===== src/rtl/piso_stream_pkg.sv =====
// piso_stream_pkg
//   Shared definitions for the parallel-in / serial-out streaming shifter:
//   the shifter FSM state type and the beat-counter width helper.
package piso_stream_pkg;

  typedef enum logic {
    IDLE  = 1'b0,
    SHIFT = 1'b1
  } state_e;

  // Beat counter width: enough bits to count 0..beats-1, never less than one.
  function automatic int cnt_width(input int beats);
    return (beats <= 1) ? 1 : $clog2(beats);
  endfunction

endpackage


===== src/rtl/piso_delay.sv =====
// piso_delay
//   N-stage register pipeline carrying one serial beat plus its framing
//   flags ({valid, first, last, data}). N=0 is a pure pass-through.
//   All stages clear synchronously while rst_n is low, so a reset discards
//   every beat still travelling toward the pins.
// Ports:
//   clk        in   sole clock, rising edge
//   rst_n      in   synchronous active-low clear
//   in_valid   in   beat valid entering the pipeline
//   in_first   in   first-beat flag entering the pipeline
//   in_last    in   last-beat flag entering the pipeline
//   in_data    in   DW-bit beat entering the pipeline
//   out_valid  out  beat valid leaving the pipeline
//   out_first  out  first-beat flag leaving the pipeline
//   out_last   out  last-beat flag leaving the pipeline
//   out_data   out  DW-bit beat leaving the pipeline
//   any_valid  out  some stage currently holds a valid beat
module piso_delay #(
  parameter int DW = 1,
  parameter int N  = 0
) (
  input  logic          clk,
  input  logic          rst_n,
  input  logic          in_valid,
  input  logic          in_first,
  input  logic          in_last,
  input  logic [DW-1:0] in_data,
  output logic          out_valid,
  output logic          out_first,
  output logic          out_last,
  output logic [DW-1:0] out_data,
  output logic          any_valid
);

  localparam int PW = DW + 3;

  logic [PW-1:0] in_word;
  logic [PW-1:0] out_word;

  assign in_word = {in_valid, in_first, in_last, in_data};
  assign {out_valid, out_first, out_last, out_data} = out_word;

  if (N == 0) begin : g_pass
    // No stages: clock and clear are intentionally left unused here.
    logic unused_clk_rst;
    assign unused_clk_rst = clk ^ rst_n;
    assign out_word  = in_word;
    assign any_valid = 1'b0;
  end else begin : g_pipe
    // These stages are retiming flops toward the pins; they must stay
    // discrete registers rather than collapse into SRL/ALTSHIFT primitives.
    (* shreg_extract = "no", altera_attribute = "-name AUTO_SHIFT_REGISTER_RECOGNITION OFF" *)
    logic [PW-1:0] stage_q [N];
    logic [PW-1:0] stage_d [N];
    logic [N-1:0]  stage_valid;

    always_comb begin
      stage_d[0] = in_word;
      for (int i = 1; i < N; i++) begin
        stage_d[i] = stage_q[i-1];
      end
    end

    always_ff @(posedge clk) begin
      for (int i = 0; i < N; i++) begin
        if (!rst_n) begin
          stage_q[i] <= '0;
        end else begin
          stage_q[i] <= stage_d[i];
        end
      end
    end

    for (genvar gi = 0; gi < N; gi++) begin : g_valid
      assign stage_valid[gi] = stage_q[gi][PW-1];
    end

    assign out_word  = stage_q[N-1];
    assign any_valid = |stage_valid;
  end

endmodule


===== src/rtl/piso_stream.sv =====
// piso_stream
//   Parallel-in, serial-out shifter with a valid/ready load handshake,
//   LANES serial bits per beat, selectable bit order, first/last frame
//   markers and an optional EXTRA_BITS-stage output delay pipeline.
//   A frame of BEATS = WIDTH/LANES beats leaves at one beat per cycle;
//   a new word may be accepted on the last beat for gapless streaming.
// Ports:
//   clk        in   sole clock, rising edge
//   rst_n      in   synchronous active-low reset
//   s_valid    in   parallel word offered
//   s_ready    out  word can be accepted this cycle
//   s_data     in   WIDTH-bit parallel word
//   data_out   out  LANES-bit serial beat (0 outside valid beats)
//   out_valid  out  data_out carries frame data
//   out_first  out  first beat of a frame
//   out_last   out  last beat of a frame
//   busy       out  frame in shifter or delay pipeline
module piso_stream
  import piso_stream_pkg::*;
#(
  parameter int WIDTH      = 50,
  parameter int LANES      = 1,
  parameter int EXTRA_BITS = 0,
  parameter bit MSB_FIRST  = 1'b1
) (
  input  logic             clk,
  input  logic             rst_n,
  input  logic             s_valid,
  output logic             s_ready,
  input  logic [WIDTH-1:0] s_data,
  output logic [LANES-1:0] data_out,
  output logic             out_valid,
  output logic             out_first,
  output logic             out_last,
  output logic             busy
);

  if (WIDTH < 1 || LANES < 1 || EXTRA_BITS < 0 || (WIDTH % LANES) != 0) begin : g_bad_params
    $error("piso_stream: illegal WIDTH/LANES/EXTRA_BITS combination");
  end

  localparam int              BEATS     = WIDTH / LANES;
  localparam int              CW        = cnt_width(BEATS);
  localparam logic [CW-1:0]   LAST_BEAT = CW'(BEATS - 1);

  state_e          state_q, state_d;
  logic [CW-1:0]   cnt_q, cnt_d;
  (* shreg_extract = "no", altera_attribute = "-name AUTO_SHIFT_REGISTER_RECOGNITION OFF" *)
  logic [WIDTH-1:0] shift_q;
  logic [WIDTH-1:0] shift_d;

  logic             accept;
  logic             beat_valid;
  logic             beat_first;
  logic             beat_last;
  logic [LANES-1:0] beat_data;

  logic             dly_valid;
  logic             dly_first;
  logic             dly_last;
  logic [LANES-1:0] dly_data;
  logic             dly_busy;

  // Ready depends only on state, never on s_valid, so it cannot form a
  // combinational loop with an upstream source that waits for ready.
  assign s_ready = rst_n && ((state_q == IDLE) ||
                             ((state_q == SHIFT) && (cnt_q == LAST_BEAT)));
  assign accept  = s_valid && s_ready;

  always_comb begin
    state_d = state_q;
    cnt_d   = cnt_q;
    shift_d = shift_q;
    case (state_q)
      IDLE: begin
        if (accept) begin
          shift_d = s_data;
          cnt_d   = '0;
          state_d = SHIFT;
        end
      end
      SHIFT: begin
        if (cnt_q == LAST_BEAT) begin
          cnt_d = '0;
          if (accept) begin
            shift_d = s_data;
          end else begin
            state_d = IDLE;
          end
        end else begin
          cnt_d   = cnt_q + 1'b1;
          // The outgoing beat always sits at the end selected by bit order.
          shift_d = MSB_FIRST ? (shift_q << LANES) : (shift_q >> LANES);
        end
      end
      default: state_d = IDLE;
    endcase
  end

  always_ff @(posedge clk) begin
    if (!rst_n) begin
      state_q <= IDLE;
      cnt_q   <= '0;
      shift_q <= '0;
    end else begin
      state_q <= state_d;
      cnt_q   <= cnt_d;
      shift_q <= shift_d;
    end
  end

  always_comb begin
    beat_valid = (state_q == SHIFT);
    beat_first = beat_valid && (cnt_q == '0);
    beat_last  = beat_valid && (cnt_q == LAST_BEAT);
    beat_data  = '0;
    if (beat_valid) begin
      beat_data = MSB_FIRST ? shift_q[WIDTH-1 -: LANES] : shift_q[LANES-1:0];
    end
  end

  piso_delay #(
    .DW (LANES),
    .N  (EXTRA_BITS)
  ) u_delay (
    .clk       (clk),
    .rst_n     (rst_n),
    .in_valid  (beat_valid),
    .in_first  (beat_first),
    .in_last   (beat_last),
    .in_data   (beat_data),
    .out_valid (dly_valid),
    .out_first (dly_first),
    .out_last  (dly_last),
    .out_data  (dly_data),
    .any_valid (dly_busy)
  );

  // Hold the pins quiet for the whole time reset is asserted, not only
  // from the first reset edge onward.
  assign out_valid = rst_n && dly_valid;
  assign out_first = rst_n && dly_first;
  assign out_last  = rst_n && dly_last;
  assign data_out  = rst_n ? dly_data : '0;
  assign busy      = rst_n && ((state_q == SHIFT) || dly_busy);

endmodule


===== config.mk =====
export PLATFORM = sky130hd
export DESIGN_NAME = piso_stream
export DESIGN_NICKNAME = d
export VERILOG_FILES = /design/src/rtl/piso_stream_pkg.sv /design/src/rtl/piso_delay.sv /design/src/rtl/piso_stream.sv
export SDC_FILE = /design/constraint.sdc
export NUM_CORES = 1
export LEC_CHECK = 0
export CELL_PAD_IN_SITES_DETAIL_PLACEMENT = 0
export CELL_PAD_IN_SITES_GLOBAL_PLACEMENT = 1
export CORE_MARGIN = 8
export CORE_UTILIZATION = 42
export DETAILED_ROUTE_END_ITERATION = 12
export PLACE_DENSITY_LB_ADDON = 0.12
export SETUP_SLACK_MARGIN = 0.1
export SLEW_MARGIN = 20
export SYNTH_ARGS = -nofsm -noshare
export SYNTH_HDL_FRONTEND = slang
export SYNTH_SLANG_ARGS = --single-unit

===== constraint.sdc =====
create_clock -name clk -period 3.15 [get_ports clk]
set_input_delay 0.63 -clock clk [delete_from_list [all_inputs] [get_ports clk]]
set_output_delay 0.63 -clock clk [all_outputs]
set_load 0.05 [all_outputs]

==> reports/metrics.yaml, run 1 <==
clock_network:
  post-cts-setup-buffers: 0
  htree_levels: 3
  clk_pin_slew_ps: 70
  cts_sinks: 57
  ctsResizeCount: 0
  cts_hold_buf: 0
  clockBufferDepth: 2
  cts_tree: "yes"
  clock-root-buffer: "clkbuf_8"
  numCtsBuffers: 9
  clock_latency_ps: 320
placed_design:
  placed_cell_area_um2: 3640
  io_buffers: 58
  dp_hpwl_mm: 4.001
  dp_cells: 457
  place_congestion: 0.7169
setup_path:
  path_buf_inv: 2
  reg2regPathDepth: 6
  crit_path_start_kind: "input pin"
  end_kind: "output port"
  reg2reg_to: "shift_q[47]$_SDFF_PN0_"
  crit_cells: 4
  slowest_delay_ps: 380
  crit_chain: "buf_4, nand2_1, nor4_2, buf_12"
  cp-endpoint: "out_first"
  regToRegSetupSlack_ps: 1230
  r2r-start: "cnt_q[1]$_SDFFE_PN0P_"
  crit_start: "rst_n"
  path_class: "input pin to output port"
  critPathRequiredTime_ps: 2520
  cp_data_arrival_time_ps: 1720
  cp_max_fo: 50
  cp_top_family: "buffers and inverters"
  cpMaxStageDelayCell: "buf_4"
timing:
  final-hold-violation-count: 0
  hold_ws_ps: 459.8
  worstMarginPinSlew_ps: 855.3
  slew_headroom_pct: 42.98
  period_share_pct: 74.54
  fin_crit_ps: 2348
  finalSetupViolations: 0
  rsz0062_at_grt: "no"
  max_freq_mhz: 425.9
  slew_violations: 0
  fin_skew_ps: 9.688
  finalSetupTns_ps: 0
drt:
  routedWlPerCell_um: 12.81
  vias: 2257
  wl_mm: 6.058
  drc: 0
  drtAntennaViolNets: 0
  drt_first_pass_iters: 4
  drt_first_iter_violations: 78
  viasPerCell: 4.772
final_layout:
  syn2layout_area_growth_pct: 28.10
  nNetsFinal: 425
  n_antenna_cell: 0
  stdcell_area_um2: 3850
  final_layout_size_suffix_gt1_share_pct: 21.66
  finalNonFillerCells: 473
floorplan:
  ios: 59
  rows: 31
  start_util_pct: 42.34
  core_area_um2: 7098
  die_width_um: 100.6
  die_y_um: 100.6
  fp.dieArea_um2: 10120
synth:
  yosys-top-cells-area: "dfxtp_1, mux2_2, mux2i_1"
  yosysWarnings: 0
  ys_ff_latch: 57
  netlist_area_um2: 3005
  synth-edff-count: 0
  synthCells: 324
  yosys.area_share.adder_pct: 1.249
  ys_types: 31
  yosysTopAreaCell: "dfxtp_1"
  syn-num-nets: 380
  synth-xor-area-share_pct: 0
  synth_simple_gate_area_share_pct: 16.53
  yosys.area.top_type_share_pct: 37.97
  synth_top_family_by_area: "multiplexers"
  ys_seq_area_share_pct: 37.97
  synth_compound_area_share_pct: 3.122
  ys_async_sr_fraction_pct: 0
  syn-mean-instance-area_um2: 9.276
  muxShareOfSynthArea_pct: 35.35
  ys.flop_type: "dfxtp_1"
power:
  leakage_nw: 1.555
  intPower_mw: 1.378
  sw_frac_of_total_pct: 23.99
  ir_worst_vdd_v: 0.0003243
  power_frac_comb_pct: 16.2
  seqPwrFrac_pct: 43.5
  p_total_mw: 1.813
  power_density_nw_per_um2: 470.8
  switchingPower_uw: 434.9
  pwr-share-clk_pct: 40.3
global_route:
  first_global_vias: 2253
  overflow: 0
  grt_max_degree: 62
  groute.usage.overall_pct: 12.49
  antenna_found_initial: 0
  grt_first_pass_wirelength_mm: 10.22
min_path:
  worstHoldPathType: "flop to flop"
run_status:
  status: "finished, final reports clean"
run:
  drv_cap: 0
placed cells by master (no fill, tap or decap), drive strengths merged, types with 3 or more instances in the layout:
cell type,synthesis,final
mux2,49,49
inv,4,4
mux2i,51,51
buf,14,11
clkbuf,13,10
clkdlybuf4s50,0,50
clkinv,0,3
ha,3,3
nand2,103,103
dfxtp,57,57
synth_stat cells, drive strengths merged (2+ instances only):
cell and instances:
nor3 2, o21ai 2, mux2 49, or2 2, a21oi 2, inv 4
nand2 103, nor2 2, buf 14, nand3b 2, nand3 2, dfxtp 57
clkbuf 13, o21a 2, and3 2, mux2i 51, ha 3
stage by stage:
step / worst slack, ps / utilization (%)
2_1_floorplan: 460.8 / -
3_5_place_dp: 774.1 / 51.28
6_report: 802.0 / 54.24
3_3_place_gp: 805.0 / 51.28
5_1_grt: 660.1 / 54.24
4_1_cts: 774.3 / 54.24
power by group through the flow:
stage	registers [mW]	logic, mW	clock network (mW)
finish	0.789	0.293	0.730
global route	0.795	0.322	0.789
CTS	0.790	0.297	0.754
detailed placement	0.806	0.296	0
global placement	0.805	0.293	0
floorplan	0.798	0.203	0
area by class of cell:
| cell class | count | area, um2 |
|---|---|---|
| inverters | 4 | 15.01 |
| clock inverters | 6 | 82.58 |
| well taps | 99 | 123.9 |
| flip-flops and latches | 57 | 1141 |
| multi-input cells | 236 | 1704 |
| clock buffers | 10 | 127.6 |
| fillers | 694 | 3248 |
| repair buffers | 61 | 655.6 |
flip-flops by register name, summed over array words and instances (netlist names):
register,count
shift_q,50
cnt_q,6
beat_valid,1
layer usage:
metal / GRT usage (%) / vias to the layer above / share of wire [%]
met4: 3.605 / 0 / 0.81
met2: 20.63 / 37 / 47
met3: 5.249 / 4 / 4.9
li1: - / 1193 / -
met5: 0 / - / 0
met1: 14.29 / 1023 / 48
cells by family after synthesis:
kind of cell	count (synthesis)
AO/OA/AOI/OAI	13
adder cells (fa/ha/maj)	3
buffers and inverters	31
flip-flops	57
multiplexers	100
AND/OR/NAND/NOR	120
how the worst min path moves through the flow:
stage / startpoint / endpoint / slack [ps] / cells past startpoint
6_report: shift_q[37]$_SDFF_PN0_ / shift_q[38]$_SDFF_PN0_ / 460 / 2
5_1_grt: shift_q[20]$_SDFF_PN0_ / shift_q[21]$_SDFF_PN0_ / 480 / 2
4_1_cts: shift_q[37]$_SDFF_PN0_ / shift_q[38]$_SDFF_PN0_ / 460 / 2
3_5_place_dp: shift_q[35]$_SDFF_PN0_ / shift_q[36]$_SDFF_PN0_ / 460 / 2
3_3_place_gp: shift_q[14]$_SDFF_PN0_ / shift_q[15]$_SDFF_PN0_ / 450 / 2
2_1_floorplan: shift_q[9]$_SDFF_PN0_ / shift_q[10]$_SDFF_PN0_ / 440 / 2
worst register-to-register path, delay by kind of cell (launching register included):
| kind | cells | cell delay [ps] |
|---|---|---|
| buffers and inverters | 2 | 750 |
| adder cells (fa/ha/maj) | 1 | 190 |
| AND/OR/NAND/NOR | 1 | 140 |
| flip-flops | 1 | 340 |
| AO/OA/AOI/OAI | 1 | 140 |
| multiplexers | 1 | 280 |
Note: power is estimated with default switching activity, not from simulation.
==> run 2, diff against run 1 <==
--- a/config.mk
+++ b/config.mk
@@ -8,7 +8,7 @@
 export CELL_PAD_IN_SITES_DETAIL_PLACEMENT = 0
 export CELL_PAD_IN_SITES_GLOBAL_PLACEMENT = 1
 export CORE_MARGIN = 8
-export CORE_UTILIZATION = 42
+export CORE_UTILIZATION = 39
 export DETAILED_ROUTE_END_ITERATION = 12
 export PLACE_DENSITY_LB_ADDON = 0.12
 export SETUP_SLACK_MARGIN = 0.1
==> constraint.sdc (replaced) <==
create_clock -name clk -period 2.4 [get_ports clk]
set_input_delay 0.48 -clock clk [delete_from_list [all_inputs] [get_ports clk]]
set_output_delay 0.48 -clock clk [all_outputs]
set_load 0.05 [all_outputs]
==> reports/metrics.yaml, run 2 (synthesis results as in run 1) <==
floorplan:
  core_area_um2: 7607  # was 7098 um2
  fp.dieArea_um2: 10770  # was 10120 um2
  die_width_um: 103.8  # was 100.6 um
  start_util_pct: 39.51  # was 42.34%
  die_y_um: 103.8  # was 100.6 um
  ios: 59  # unchanged
  rows: 32  # was 31
power:
  sw_frac_of_total_pct: 24.04  # was 23.99%
  ir_worst_vdd_v: 0.0002469  # was 0.0003243 V
  intPower_mw: 1.811  # was 1.378 mW
  switchingPower_uw: 573.4  # was 434.9 uW
  power_density_nw_per_um2: 612.5  # was 470.8 nW/um2
  pwr-share-clk_pct: 40.2  # was 40.3%
  p_total_mw: 2.385  # was 1.813 mW
  seqPwrFrac_pct: 43.5  # about the same
  leakage_nw: 1.567  # was 1.555 nW
  power_frac_comb_pct: 16.3  # was 16.2%
timing:
  final-hold-violation-count: 0  # unchanged
  fin_skew_ps: 6.320  # was 9.688 ps
  finalSetupViolations: 0  # unchanged
  setup_ws_ps: 283.5  # was 802.0 ps
  slew_violations: 0  # unchanged
  period_share_pct: 88.19
  rsz0062_at_grt: "no"  # unchanged
  slew_headroom_pct: 58.79  # was 42.98%
  fin_crit_ps: 2116
  worstMarginPinSlew_ps: 618.2  # was 855.3 ps
  max_freq_mhz: 472.5
  finalSetupTns_ps: 0  # unchanged
final_layout:
  layout.cells.most_common_list: "nand2_1, dfxtp_1, mux2i_1, clkdlybuf4s50_1, mux2_2"  # unchanged
  n_antenna_cell: 0  # unchanged
  largest_register_ffs: 50  # unchanged
  final_layout_size_suffix_gt1_share_pct: 22.40  # was 21.66%
  register_area_um2: 1141  # unchanged
  nNetsFinal: 426  # was 425
  stdcell_area_um2: 3894  # was 3850 um2
  fillers: 716  # was 694
  final_common_cell: "nand2_1"  # unchanged
  syn2layout_area_growth_pct: 29.56  # was 28.10%
  multi_input_area_um2: 1712  # was 1704 um2
  largest-register: "shift_q"  # unchanged
global_route:
  antenna_found_initial: 0  # unchanged
  grt_first_pass_wirelength_mm: 10.41  # was 10.22 mm
  first_global_vias: 2196  # was 2253
  overflow: 0  # unchanged
  groute.usage.overall_pct: 11.52  # was 12.49%
  grt_max_degree: 62  # unchanged
setup_path:
  cp_max_fo: 4  # was 50
  path_buf_inv: 2  # unchanged
  cp_top_family: "flip-flops"  # was buffers and inverters
  regToRegSetupSlack_ps: 760  # was 1230 ps
  path_class: "flop to output port"  # was input pin to output port
  cp-endpoint: "s_ready"  # was out_first
  crit_chain: "inv_1, ha_1, nand4b_2, o21a_4, nor2_2, buf_12"  # was buf_4, nand2_1, nor4_2, buf_12
  end_kind: "output port"  # unchanged
  crit_start: "cnt_q[1]$_SDFFE_PN0P_"  # was rst_n
  crit_cells: 6  # was 4
  reg2regPathDepth: 6  # unchanged
  cp_data_arrival_time_ps: 1640  # was 1720 ps
  critPathRequiredTime_ps: 1920  # was 2520 ps
  slowest_delay_ps: 320  # was 380 ps
  crit_path_start_kind: "flop"  # was input pin
  reg2reg_to: "cnt_q[4]$_SDFFE_PN0P_"  # was shift_q[47]$_SDFF_PN0_
  cpMaxStageDelayCell: "dfxtp_1"  # was buf_4
  r2r-start: "cnt_q[1]$_SDFFE_PN0P_"  # unchanged
drt:
  drt_first_iter_violations: 77  # was 78
  drc: 0  # unchanged
  routedWlPerCell_um: 12.89  # was 12.81 um
  vias: 2285  # was 2257
  drt_first_pass_iters: 4  # unchanged
  wl_mm: 6.150  # was 6.058 mm
  drtAntennaViolNets: 0  # unchanged
  viasPerCell: 4.790  # was 4.772
clock_network:
  clock_latency_ps: 330  # was 320 ps
  numCtsBuffers: 9  # unchanged
  htree_levels: 3  # unchanged
  clk_pin_slew_ps: 70  # about the same
  cts_tree: "yes"  # unchanged
  clock-root-buffer: "clkbuf_8"  # unchanged
  cts_sinks: 57  # unchanged
  cts_hold_buf: 0  # unchanged
  clockBufferDepth: 2  # unchanged
placed_design:
  place_ws_ps: 486.1  # was 774.1 ps
  placed_cell_area_um2: 3681  # was 3640 um2
  dp_hpwl_mm: 3.993  # was 4.001 mm
  place_congestion: 0.7924  # was 0.7169
  io_buffers: 58  # unchanged
run:
  drv_cap: 0  # unchanged
min_path:
  worstHoldPathType: "flop to flop"  # unchanged
run_status:
  status: "finished, final reports clean"  # unchanged
## run 2: worst min-delay path by stage
stage	from	end	slack, ps	cells after the start
detailed placement	shift_q[32]$_SDFF_PN0_	shift_q[33]$_SDFF_PN0_	460	2
CTS	shift_q[32]$_SDFF_PN0_	shift_q[33]$_SDFF_PN0_	470	2
global route	shift_q[32]$_SDFF_PN0_	shift_q[33]$_SDFF_PN0_	480	2
floorplan	shift_q[9]$_SDFF_PN0_	shift_q[10]$_SDFF_PN0_	440	2
global placement	shift_q[17]$_SDFF_PN0_	shift_q[18]$_SDFF_PN0_	450	2
finish	shift_q[33]$_SDFF_PN0_	shift_q[34]$_SDFF_PN0_	460	2
## run 2: cell type report
cell class | instances | area share, %
Sequential cell | 57 | 29.31
Clock inverter | 6 | 2.121
Inverter | 4 | 0.3856
Multi-Input combinational cell | 236 | 43.96
Timing Repair Buffer | 62 | 17.67
Clock buffer | 10 | 3.278
Tap cell | 102 | 3.278
## run 2: routing by layer
layer	part of all wire, %	GRT usage (%)	up-vias
met1	49	14.28	1047
met4	1.8	6.515	0
met2	45	17.69	39
met5	0	0	-
met3	4.5	3.036	9
li1	-	-	1190
## run 2: what timing repair did
action / in CTS / in global routing
endpoints found under the setup margin: 0 / 1
endpoints found under the hold margin: 0 / 0
buffers inserted: 0 / 0
gates resized for setup: 0 / 1
## run 2: through the flow
stage | hold WS [ps] | utilization, % | std cells
finish | 463.6 | 51.18 | 477
global route | 482.6 | 51.18 | 477
CTS | 466.1 | 51.15 | 477
detailed placement | 457.0 | 48.39 | 461
global placement | 453.3 | 48.39 | 461
floorplan | 444.7 | - | 324
## run 2: worst reg2reg max path, stage by stage, from the launching register on
cell,delay (ps)
dfxtp_1,320
inv_1,90
ha_1,170
nand4b_2,170
o21a_4,260
buf_12,200
a41o_1,340
## run 2: power by group through the flow
stage,sequential [mW],clock (mW),combinational (mW)
floorplan,1.05,0,0.266
global placement,1.06,0,0.390
detailed placement,1.06,0,0.393
CTS,1.04,0.996,0.395
global route,1.04,1.02,0.427
finish,1.04,0.960,0.389
